### src/rtl/pss_pkg.sv
// Purpose: shared PSS constants (m-sequence, per-N_id_2 start pointers) and FSM state type.
// Latency: n/a (constants and pure functions only).
// Backpressure: n/a.
// Also used by the correlator's local-PSS generation, so keep M_SEQ bit order stable: x(0) at LSB.
package pss_pkg;

    localparam int PSS_LEN = 127;

    // x(i+7) = x(i+4) xor x(i), seeded with [x6..x0] = 1110110.
    function automatic logic [PSS_LEN-1:0] gen_m_seq();
        logic [PSS_LEN-1:0] x;
        x      = '0;
        x[6:0] = 7'b1110110;
        for (int i = 0; i < PSS_LEN - 7; i++) begin
            x[i+7] = x[i+4] ^ x[i];
        end
        return x;
    endfunction

    localparam logic [PSS_LEN-1:0] M_SEQ = gen_m_seq();

    // Sequence pointer at bin 0: (64 + 43*N_id_2) mod 127.
    localparam logic [6:0] P_INIT_0 = 7'd64;
    localparam logic [6:0] P_INIT_1 = 7'd107;
    localparam logic [6:0] P_INIT_2 = 7'd23;

    typedef enum logic [0:0] {
        ST_IDLE   = 1'b0,
        ST_STREAM = 1'b1
    } pss_state_t;

    function automatic logic [6:0] p_init(input logic [1:0] nid);
        logic [6:0] p;
        case (nid)
            2'd1:    p = P_INIT_1;
            2'd2:    p = P_INIT_2;
            default: p = P_INIT_0;
        endcase
        return p;
    endfunction

    // Modulo-127 increment without a divider.
    function automatic logic [6:0] p_next(input logic [6:0] p);
        return (p == 7'(PSS_LEN - 1)) ? 7'd0 : p + 7'd1;
    endfunction

endpackage

### src/rtl/pss_freq_generator_if.sv
// Purpose: AXI-Stream bundle carrying {imag, real} frequency-domain samples.
// Latency: n/a (wires only).
// Backpressure: tready from the slave; master holds tdata/tlast while tvalid && !tready.
interface pss_freq_generator_if #(
    parameter int OUT_DW = 32
) ();
    logic [OUT_DW-1:0] tdata;
    logic              tvalid;
    logic              tready;
    logic              tlast;

    modport master (output tdata, output tvalid, output tlast, input tready);
    modport slave  (input tdata, input tvalid, input tlast, output tready);
endinterface

### src/rtl/pss_seq_rom.sv
// Purpose: m-sequence lookup, pointer in -> x bit out (swappable for an LFSR later).
// Latency: combinational.
// Backpressure: none.
// Ports: ptr_i (0..126), x_o (x(ptr)); out-of-range pointers read 0.
module pss_seq_rom
    import pss_pkg::*;
(
    input  logic [6:0] ptr_i,
    output logic       x_o
);

    always_comb begin
        x_o = 1'b0;
        if (ptr_i < 7'(PSS_LEN)) begin
            x_o = M_SEQ[ptr_i];
        end
    end

endmodule

### src/rtl/pss_freq_generator.sv
// Purpose: emit one FFT_LEN-bin frequency-domain PSS symbol (natural bin order) per accepted start.
// Latency: start accepted at cycle t -> bin 0 valid at t+1; one bin per cycle when tready is held high.
// Backpressure: AXI-Stream; registered tdata/tlast hold while stalled, tvalid stays high for the whole symbol.
// Ports: clk_i, reset_ni (async active-low), N_id_2_i/start_i request, m_axis_out stream,
//        busy_o (start accepted .. last beat done), error_o (1-cycle pulse on N_id_2_i == 3).
module pss_freq_generator
    import pss_pkg::*;
#(
    parameter int OUT_DW    = 32,
    parameter int FFT_LEN   = 256,
    parameter int AMPLITUDE = 8192
) (
    input  logic                        clk_i,
    input  logic                        reset_ni,
    input  logic [1:0]                  N_id_2_i,
    input  logic                        start_i,
    pss_freq_generator_if.master        m_axis_out,
    output logic                        busy_o,
    output logic                        error_o
);

    localparam int HW = OUT_DW / 2;
    localparam int KW = $clog2(FFT_LEN);

    localparam logic [KW-1:0] K_LAST     = KW'(FFT_LEN - 1);
    localparam logic [KW-1:0] K_LO_END   = KW'(62);           // bins 0..62 carry d(64..126)
    localparam logic [KW-1:0] K_HI_START = KW'(FFT_LEN - 64); // top 64 bins carry d(0..63)
    localparam logic [HW-1:0] AMP_POS    = HW'(AMPLITUDE);
    localparam logic [HW-1:0] AMP_NEG    = HW'(-AMPLITUDE);

    pss_state_t        state_q, state_d;
    logic [KW-1:0]     k_q, k_d;       // bin currently presented on the output register
    logic [6:0]        p_q, p_d;       // sequence pointer for the next PSS bin to be loaded
    logic [OUT_DW-1:0] tdata_q, tdata_d;
    logic              tvalid_q, tvalid_d;
    logic              tlast_q, tlast_d;
    logic              error_q, error_d;

    logic [6:0]        rom_ptr;
    logic              rom_x;
    logic [OUT_DW-1:0] pss_word;
    logic [KW-1:0]     k_nxt;
    logic              nxt_is_pss;
    logic              beat;

    // In IDLE the ROM looks up bin 0 for the requested N_id_2; while streaming it
    // looks up the next PSS bin so the output register can be reloaded on a beat.
    always_comb begin
        rom_ptr = p_q;
        if (state_q == ST_IDLE) begin
            rom_ptr = p_init(N_id_2_i);
        end
    end

    pss_seq_rom u_rom (
        .ptr_i (rom_ptr),
        .x_o   (rom_x)
    );

    // BPSK: x = 0 -> d = +1, x = 1 -> d = -1; imag is always zero.
    assign pss_word   = {{HW{1'b0}}, (rom_x ? AMP_NEG : AMP_POS)};
    assign k_nxt      = k_q + KW'(1);
    assign nxt_is_pss = (k_nxt <= K_LO_END) || (k_nxt >= K_HI_START);
    assign beat       = tvalid_q && m_axis_out.tready;

    always_comb begin
        state_d  = state_q;
        k_d      = k_q;
        p_d      = p_q;
        tdata_d  = tdata_q;
        tvalid_d = tvalid_q;
        tlast_d  = tlast_q;
        error_d  = 1'b0;

        case (state_q)
            ST_IDLE: begin
                if (start_i) begin
                    if (N_id_2_i == 2'd3) begin
                        error_d = 1'b1;
                    end else begin
                        // Bin 0 is always a PSS bin; FFT_LEN >= 128 so it is never the last bin.
                        state_d  = ST_STREAM;
                        k_d      = '0;
                        p_d      = p_next(rom_ptr);
                        tdata_d  = pss_word;
                        tvalid_d = 1'b1;
                        tlast_d  = 1'b0;
                    end
                end
            end

            ST_STREAM: begin
                // start_i is deliberately ignored here, including on the final beat.
                if (beat) begin
                    if (tlast_q) begin
                        state_d  = ST_IDLE;
                        k_d      = '0;
                        p_d      = '0;
                        tdata_d  = '0;
                        tvalid_d = 1'b0;
                        tlast_d  = 1'b0;
                    end else begin
                        k_d     = k_nxt;
                        tlast_d = (k_nxt == K_LAST);
                        if (nxt_is_pss) begin
                            tdata_d = pss_word;
                            p_d     = p_next(p_q);
                        end else begin
                            tdata_d = '0;
                        end
                    end
                end
            end

            default: begin
                state_d  = ST_IDLE;
                tvalid_d = 1'b0;
                tlast_d  = 1'b0;
                tdata_d  = '0;
            end
        endcase
    end

    always_ff @(posedge clk_i or negedge reset_ni) begin
        if (!reset_ni) begin
            state_q  <= ST_IDLE;
            k_q      <= '0;
            p_q      <= '0;
            tdata_q  <= '0;
            tvalid_q <= 1'b0;
            tlast_q  <= 1'b0;
            error_q  <= 1'b0;
        end else begin
            state_q  <= state_d;
            k_q      <= k_d;
            p_q      <= p_d;
            tdata_q  <= tdata_d;
            tvalid_q <= tvalid_d;
            tlast_q  <= tlast_d;
            error_q  <= error_d;
        end
    end

    assign m_axis_out.tdata  = tdata_q;
    assign m_axis_out.tvalid = tvalid_q;
    assign m_axis_out.tlast  = tlast_q;
    assign busy_o            = (state_q == ST_STREAM);
    assign error_o           = error_q;

endmodule

### src/flat_wrapper.sv
// flat-port wrapper written by rule: the top's interface ports become plain ports
module pss_freq_generator_flat import pss_pkg::*;
#(
    parameter int OUT_DW    = 32,
    parameter int FFT_LEN   = 256,
    parameter int AMPLITUDE = 8192
)
  (clk_i, reset_ni, N_id_2_i, start_i, busy_o, error_o, m_axis_out_tdata, m_axis_out_tvalid, m_axis_out_tlast, m_axis_out_tready);
  pss_freq_generator_if #(.OUT_DW(OUT_DW)) m_axis_out_i ();
  input  logic clk_i;
  input  logic reset_ni;
  input  logic [1:0] N_id_2_i;
  input  logic start_i;
  output logic busy_o;
  output logic error_o;
  output wire logic [$bits(m_axis_out_i.tdata)-1:0] m_axis_out_tdata;
  output wire logic [$bits(m_axis_out_i.tvalid)-1:0] m_axis_out_tvalid;
  output wire logic [$bits(m_axis_out_i.tlast)-1:0] m_axis_out_tlast;
  input wire logic [$bits(m_axis_out_i.tready)-1:0] m_axis_out_tready;
  assign m_axis_out_tdata = m_axis_out_i.tdata;
  assign m_axis_out_tvalid = m_axis_out_i.tvalid;
  assign m_axis_out_tlast = m_axis_out_i.tlast;
  assign m_axis_out_i.tready = m_axis_out_tready;
  pss_freq_generator #(.OUT_DW(OUT_DW), .FFT_LEN(FFT_LEN), .AMPLITUDE(AMPLITUDE)) u_core (.clk_i(clk_i), .reset_ni(reset_ni), .N_id_2_i(N_id_2_i), .start_i(start_i), .m_axis_out(m_axis_out_i), .busy_o(busy_o), .error_o(error_o));
endmodule
### config.mk
export PLATFORM = sky130hd
export DESIGN_NAME = pss_freq_generator_flat
export DESIGN_NICKNAME = d
export VERILOG_FILES = /design/src/rtl/pss_pkg.sv /design/src/rtl/pss_freq_generator_if.sv /design/src/rtl/pss_seq_rom.sv /design/src/rtl/pss_freq_generator.sv /design/src/flat_wrapper.sv
export SDC_FILE = /design/constraint.sdc
export NUM_CORES = 1
export LEC_CHECK = 0
export CAP_MARGIN = 25
export CORE_AREA = 2 2 67 69
export DETAILED_ROUTE_END_ITERATION = 16
export DIE_AREA = 0 0 69 71
export PLACE_DENSITY = 0.9
export RECOVER_POWER = 50
export SKIP_LAST_GASP = 1
export SLEW_MARGIN = 30
export SYNTH_ARGS = -nofsm -noshare
export SYNTH_HDL_FRONTEND = slang
export SYNTH_HIERARCHICAL = 1
export SYNTH_SLANG_ARGS = --single-unit
### constraint.sdc
create_clock -name clk_i -period 3.9 [get_ports clk_i]
set_input_delay 0.78 -clock clk_i [delete_from_list [all_inputs] [get_ports clk_i]]
set_output_delay 0.78 -clock clk_i [all_outputs]
set_load 0.005 [all_outputs]
==> flow_summary.ini, run 1 <==
[routing]
antenna_left = 0
wl_mm = 4.41
first_iter_violations = 151
post_drt_wl_per_cell_um = 14.2
drc = 0
via_per_inst = 5.70
top_layer = met4
drt-met1-wl_mm = 1.84
via_count = 1772
drt_pre_antenna_iters = 4
dr_wl_met2_mm = 2.31
routed-wl-met3_um = 241

[logic_synthesis]
synth_top_family_by_area = compound AO/OA/AOI/OAI gates
synthesis.area_sq_mm = 0.00208
ys_warn_count = 6
yosys.area_share.simple_pct = 18.4
synthAdderAreaFrac_pct = 9.62
synth_flop_cell = dfrtp_1
synth_edf_count = 0
synth_area_per_cell_sq_um = 8.40
synth_cell_types = 57
synth_compound_area_share_pct = 23.6
synth-xor-area-share_pct = 1.26
async_flop_share_pct = 100
syn_inst = 248
ys_ff_latch = 21
muxShareOfSynthArea_pct = 4.15
ys_seq_area_share_pct = 25.2

[clock_network]
h-tree-depth = 1
clk_latency_ps = 250
clock-sinks = 21
cts_buffers = 3
ctsHoldBuffers = 0
cts_tree = built
max-clock-path-buffers = 2
post_cts_buffers = 0
ctsResizeCount = 0
root_buffer = clkbuf_8
clkSlewWorstSetupHoldPaths_ps = 80

[sta]
finalSetupViolations = 0
fin_ws_ps = 357
finalCriticalPeriod_ps = 3540
hold_violations = 0
rsz0062_at_grt = false
report.final.slew_viol_count = 0
fin_skew_ps = 2.12
max-slew-margin-rel_pct = 24.9
period_share_pct = 90.9
whs_ps = 532
max_freq_mhz = 282
worst_slew_pin_slew_ps = 1130
tns_ps = 0

[placed_design]
gp_congestion = 0.925
place_ws_ps = 212
hpwlAfterDp_mm = 3.27
port_buffers = 12
dpl_cell_area_sq_mm = 0.00212
place_inst = 307

[critical_path]
worstPathCellList = dlygate4sd3_1 -> inv_1 -> ha_1 -> mux2i_1 -> inv_1 -> ha_1 -> or2b_2 -> a21oi_1 -> a2111oi_2 -> o221ai_1 -> nor4bb_1 -> a221o_1
slowest_stage = dlygate4sd3_1
crit_family = buffers and inverters
critPathMaxFanout = 5
max_stage_delay_ps = 600
crit_path_end_kind = register
worstSetupStartpointType = input pin
crit_type = in2reg
cp.required_ps = 4090
cp.arrival_ps = 3740
crit_buf_inv = 3

[global_route]
overflow = 0
grt_max_degree = 22
grt.total_usage_pct = 17.6
antenna_found_initial = 0
grt_pass1_wl_mm = 7.25
grt_pass1_vias = 1651

[floorplanning]
ios = 42
die_y_um = 71
die_area_sq_mm = 0.00490
die_w_um = 69
core-area_sq_mm = 0.00420
rows = 24
start_util_pct = 49.5

[layout]
antenna_cells = 0
area_delta_synth_final_pct = 3.67
nFillCells = 368
final_cells = 311
nNetsFinal = 282
stdcell_area_sq_mm = 0.00216
post-route-util_pct = 51.3
drive_gt1_share_pct = 9.27

[power_and_ir_drop]
p_per_area_mw_per_mm2 = 569
p_leak_nw = 0.972
finalPower_mw = 1.23
ir_drop_mv = 0.187

[hold_path]
hp-class = reg2reg

[run]
cap_viol_max_count = 0

[outcome]
status = completed
[cell type report]
| type | instances | area (sq um) | area share, % |
|---|---|---|---|
| Timing Repair Buffer | 18 | 159 | 7.36 |
| Sequential cell | 21 | 526 | 24.3 |
| Tap cell | 52 | 65.1 | 3.01 |
| Inverter | 18 | 67.6 | 3.13 |
| Clock buffer | 4 | 45.0 | 2.09 |
| Multi-Input combinational cell | 198 | 1300 | 60.1 |
[sequential cells by signal, indices dropped and copies added, names as in the netlist]
name,cells
u_core/m_axis_out.tdata,2
u_core/busy_o,1
u_core/p_q,7
u_core/m_axis_out.tlast,1
u_core/error_o,1
u_core/k_q,8
u_core/m_axis_out.tvalid,1
[final timing paths]
| kind | start | end | slack [ps] | depth (start not counted) |
|---|---|---|---|---|
| min in group asynchronous | reset_ni | u_core/m_axis_out.tlast | 720 | 1 |
| max in group asynchronous | reset_ni | u_core/p_q[3] | 2510 | 1 |
| worst max register to register | u_core/k_q[0] | u_core/p_q[6] | 1040 | 7 |
| worst max-delay path | N_id_2_i[0] | u_core/m_axis_out.tdata[14] | 360 | 12 |
| worst min-delay path | u_core/k_q[6] | u_core/k_q[6] | 530 | 2 |
| worst min register to register | u_core/k_q[6] | u_core/k_q[6] | 530 | 2 |
[cell families (layout without fill, tap and decap cells)]
| family | count (synthesis) | after routing |
|---|---|---|
| other | 1 | 29 |
| adders and majority gates | 16 | 16 |
| AOI/OAI and AO/OA | 68 | 68 |
| buffers and inverters | 57 | 40 |
| xor gates and xnor gates | 3 | 3 |
| DFF | 21 | 21 |
| and+or+nand+nor | 76 | 76 |
| muxes | 6 | 6 |
[cell usage after synthesis (2+ instances only)]
library cell | n | share of area, %
a211oi_1 | 2 | 0.72
buf_4 | 31 | 11
o21ai_0 | 23 | 5.5
or3_1 | 3 | 0.90
clkbuf_1 | 3 | 0.54
nand2_1 | 26 | 4.7
nand3b_1 | 2 | 0.72
nand2b_1 | 5 | 1.5
ha_1 | 16 | 9.6
and2_1 | 3 | 0.90
nand4_1 | 2 | 0.60
a21oi_1 | 8 | 1.9
o21ai_2 | 6 | 2.5
mux2i_1 | 3 | 1.4
nand3_1 | 10 | 2.4
nor2b_1 | 2 | 0.60
and3_1 | 2 | 0.60
o211a_1 | 2 | 0.96
xor2_1 | 2 | 0.84
nor2_1 | 13 | 2.3
a31oi_1 | 3 | 0.90
buf_6 | 2 | 1.1
dfrtp_1 | 21 | 25
inv_1 | 17 | 3.1
a32oi_1 | 3 | 1.3
o31ai_1 | 3 | 1.1
o21ai_1 | 3 | 0.72
mux4_2 | 2 | 2.2
clkbuf_8 | 2 | 1.3
[where the power goes]
part	internal (mW)	total [mW]	switching, mW	leakage [nW]
Clock	0.0726	0.141	0.0680	0.0228
Combinational	0.320	0.719	0.399	0.688
Sequential	0.279	0.369	0.0903	0.262
[placed cells by master (no fill, tap or decap), types with 2 or more instances in the layout]
cell type,n
o211a_1,2
nand2b_1,5
ha_1,16
nor2b_1,2
buf_4,6
o31ai_1,3
a21oi_1,8
o21ai_1,3
clkbuf_1,2
and3_1,2
a211oi_1,2
or3_1,3
nand2_1,26
and2_1,3
conb_1,29
nand3_1,10
nor2_1,13
o21ai_0,23
a31oi_1,3
dfrtp_1,21
nand3b_1,2
o21ai_2,6
mux2i_1,3
mux4_2,2
clkdlybuf4s50_1,10
xor2_1,2
clkbuf_8,3
nand4_1,2
a32oi_1,3
inv_1,17
[per-layer routing]
layer	GRT usage (%)	up-vias
met5	0	-
met4	7.19	0
met3	1.99	2
met2	32.3	74
met1	20.9	847
li1	-	849
[worst min-delay path, stage by stage, from the launching register on]
cell and delay [ps]:
dfrtp_1 380, nand2_1 60, o21ai_0 60
No activity file was read; power rests on OpenSTA's default activity.
==> inputs of run 2 (changes only) <==
- CTS_CLUSTER_DIAMETER: not set -> 120
==> results of run 2 <==
No change in the layout: final DEF, timing and power equal those of run 1.
==> inputs of run 3 (changes only) <==
- CORE_AREA: 2 2 67 69 -> 2 2 61 63
- DIE_AREA: 0 0 69 71 -> 0 0 63 65
- DONT_BUFFER_PORTS: not set -> 1
- GPL_TIMING_DRIVEN: not set -> 0
- PLACE_DENSITY: 0.9 -> 0.89
- SLEW_MARGIN: 30 -> 20
==> run 3 against run 2 <==
Compared with the run above: sequential share of layout area fell by 1.2 points; clock skew is 1.7 ps higher; final area increased by 5.4%; count of clock-buffer cells in the layout down 1; wire length fell by 1.2%; maximum frequency fell by 2.8%; utilization increased by 14 points; final cell count up 5.5%; combinational power up 0.8%; critical endpoint unchanged; largest cell class unchanged.
==> flow_summary.ini, run 3 (synthesis gave the netlist of run 1 again) <==
[floorplanning]
start_util_pct = 59.6
core-area_sq_mm = 0.00350
ios = 42
rows = 22
die_w_um = 63
die_area_sq_mm = 0.00410
die_y_um = 65

[layout]
area_delta_synth_final_pct = 9.25
antenna_cells = 0
nNetsFinal = 303
top_register = u_core/k_q
post-route-util_pct = 65.1
final_cells = 328
drive_gt1_share_pct = 19.3
final_common_cell = buf_4
largest_reg_flops = 8
layout.cells.most_common_list = 31 x buf_4, 29 x conb_1, 26 x nand2_1, 23 x o21ai_0, 21 x dfrtp_1

[critical_path]
crit_type = reg2reg
worstSetupStartpointType = register
crit_buf_inv = 3
crit_path_end_kind = register
critPathMaxFanout = 10
slowest_stage = mux2i_1
cp.required_ps = 4100
worstPathCellList = inv_1 -> clkbuf_1 -> mux2i_1 -> inv_1 -> ha_1 -> mux4_2 -> o21ai_1 -> o221ai_1 -> nor4bb_1 -> a221o_1
cpMostUsedCell = inv_1
cp.arrival_ps = 3850
max_stage_delay_ps = 690
crit_family = multiplexers

[sta]
report.final.slew_viol_count = 0
finalCriticalPeriod_ps = 3650
finalSetupViolations = 0
tns_ps = 0
fin_skew_ps = 3.85
max-slew-margin-rel_pct = 49.4
period_share_pct = 93.5
worst_slew_pin_slew_ps = 738
max_freq_mhz = 274
hold_violations = 0
rsz0062_at_grt = false

[global_route]
grt_busiest_layer = met2
antenna_found_initial = 0
grt_pass1_wl_mm = 7.14
grt_use_met2_pct = 39.5
grt.total_usage_pct = 21.6
grt_use_met3_pct = 3.30
overflow = 0
grt_pass1_vias = 1616
grt_max_degree = 22
grt_util_met1_pct = 25.8

[placed_design]
gp_congestion = 0.900
port_buffers = 0
place_inst = 324
hpwlAfterDp_mm = 3.35

[outcome]
status = completed

[run]
cap_viol_max_count = 0

[clock_network]
root_buffer = clkbuf_4
cts_tree = built
clock-sinks = 21
clkSlewWorstSetupHoldPaths_ps = 120
max-clock-path-buffers = 2
h-tree-depth = 1
ctsHoldBuffers = 0
ctsResizeCount = 0
cts_buffers = 3
post_cts_buffers = 0
clk_latency_ps = 310

[routing]
via_count = 1779
via_per_inst = 5.42
drc = 0
post_drt_wl_per_cell_um = 13.3
wl_mm = 4.35
antenna_left = 0
first_iter_violations = 138
drt_pre_antenna_iters = 5

[power_and_ir_drop]
ir_drop_mv = 0.314
p_per_area_mw_per_mm2 = 527
finalPower_mw = 1.20
p_leak_nw = 1.09

[hold_path]
hp-class = in2async
run 3: changes by cell type in the layout (fill, tap and decap cells not counted), sizes merged:
cell | before | now
clkdlybuf4s50 | 10 | 0
clkbuf | 5 | 8
dlygate4sd3 | 1 | 0
clkinv | 0 | 1
buf | 6 | 34
run 3: routing by layer:
layer,up-vias,routed length [um]
met4,0,51
met5,-,0
li1,885,-
met3,6,264
met1,822,1830
met2,66,2200
run 3: worst register-to-register path, delay by kind of cell (launching register included):
family | cells | cell delay (ps)
flip-flops | 1 | 510
buffers and inverters | 3 | 760
multiplexers | 2 | 1160
AND/OR/NAND/NOR | 1 | 160
adder cells (fa/ha/maj) | 1 | 380
AO/OA/AOI/OAI | 3 | 580
run 3: power by group:
group | leakage [nW] | internal [mW] | switching (mW)
Clock | 0.0177 | 0.0383 | 0.0679
Combinational | 0.813 | 0.327 | 0.398
Sequential | 0.262 | 0.278 | 0.0900
run 3: final timing paths:
path,from,endpoint,slack (ps),cells after the start
worst max-delay path,u_core/busy_o,u_core/m_axis_out.tdata[14],250,10
worst min-delay path,reset_ni,u_core/k_q[4],150,0
worst max register to register,u_core/busy_o,u_core/m_axis_out.tdata[14],250,10
worst min register to register,u_core/k_q[5],u_core/k_q[5],530,1
max in group asynchronous,reset_ni,u_core/p_q[6],3680,0
min in group clk_i,u_core/k_q[5],u_core/k_q[5],530,1
run 3: through the flow:
step           cell area [sq um]  setup slack, ps  hold slack (ps)
3_5_place_dp                2250              234              485
6_report                    2270              255              145
3_3_place_gp                2250              312              485
2_1_floorplan               2190              637              468
4_1_cts                     2270              279              134
5_1_grt                     2270             2.96              114
run 3: area by class of cell:
type,count,area [sq um]
Sequential cell,21,526
Clock buffer,3,22.5
Clock inverter,1,5.00
Multi-Input combinational cell,198,1300
Tap cell,48,60.1
Buffer,39,298
Inverter,18,67.6
Fill cell,312,1220
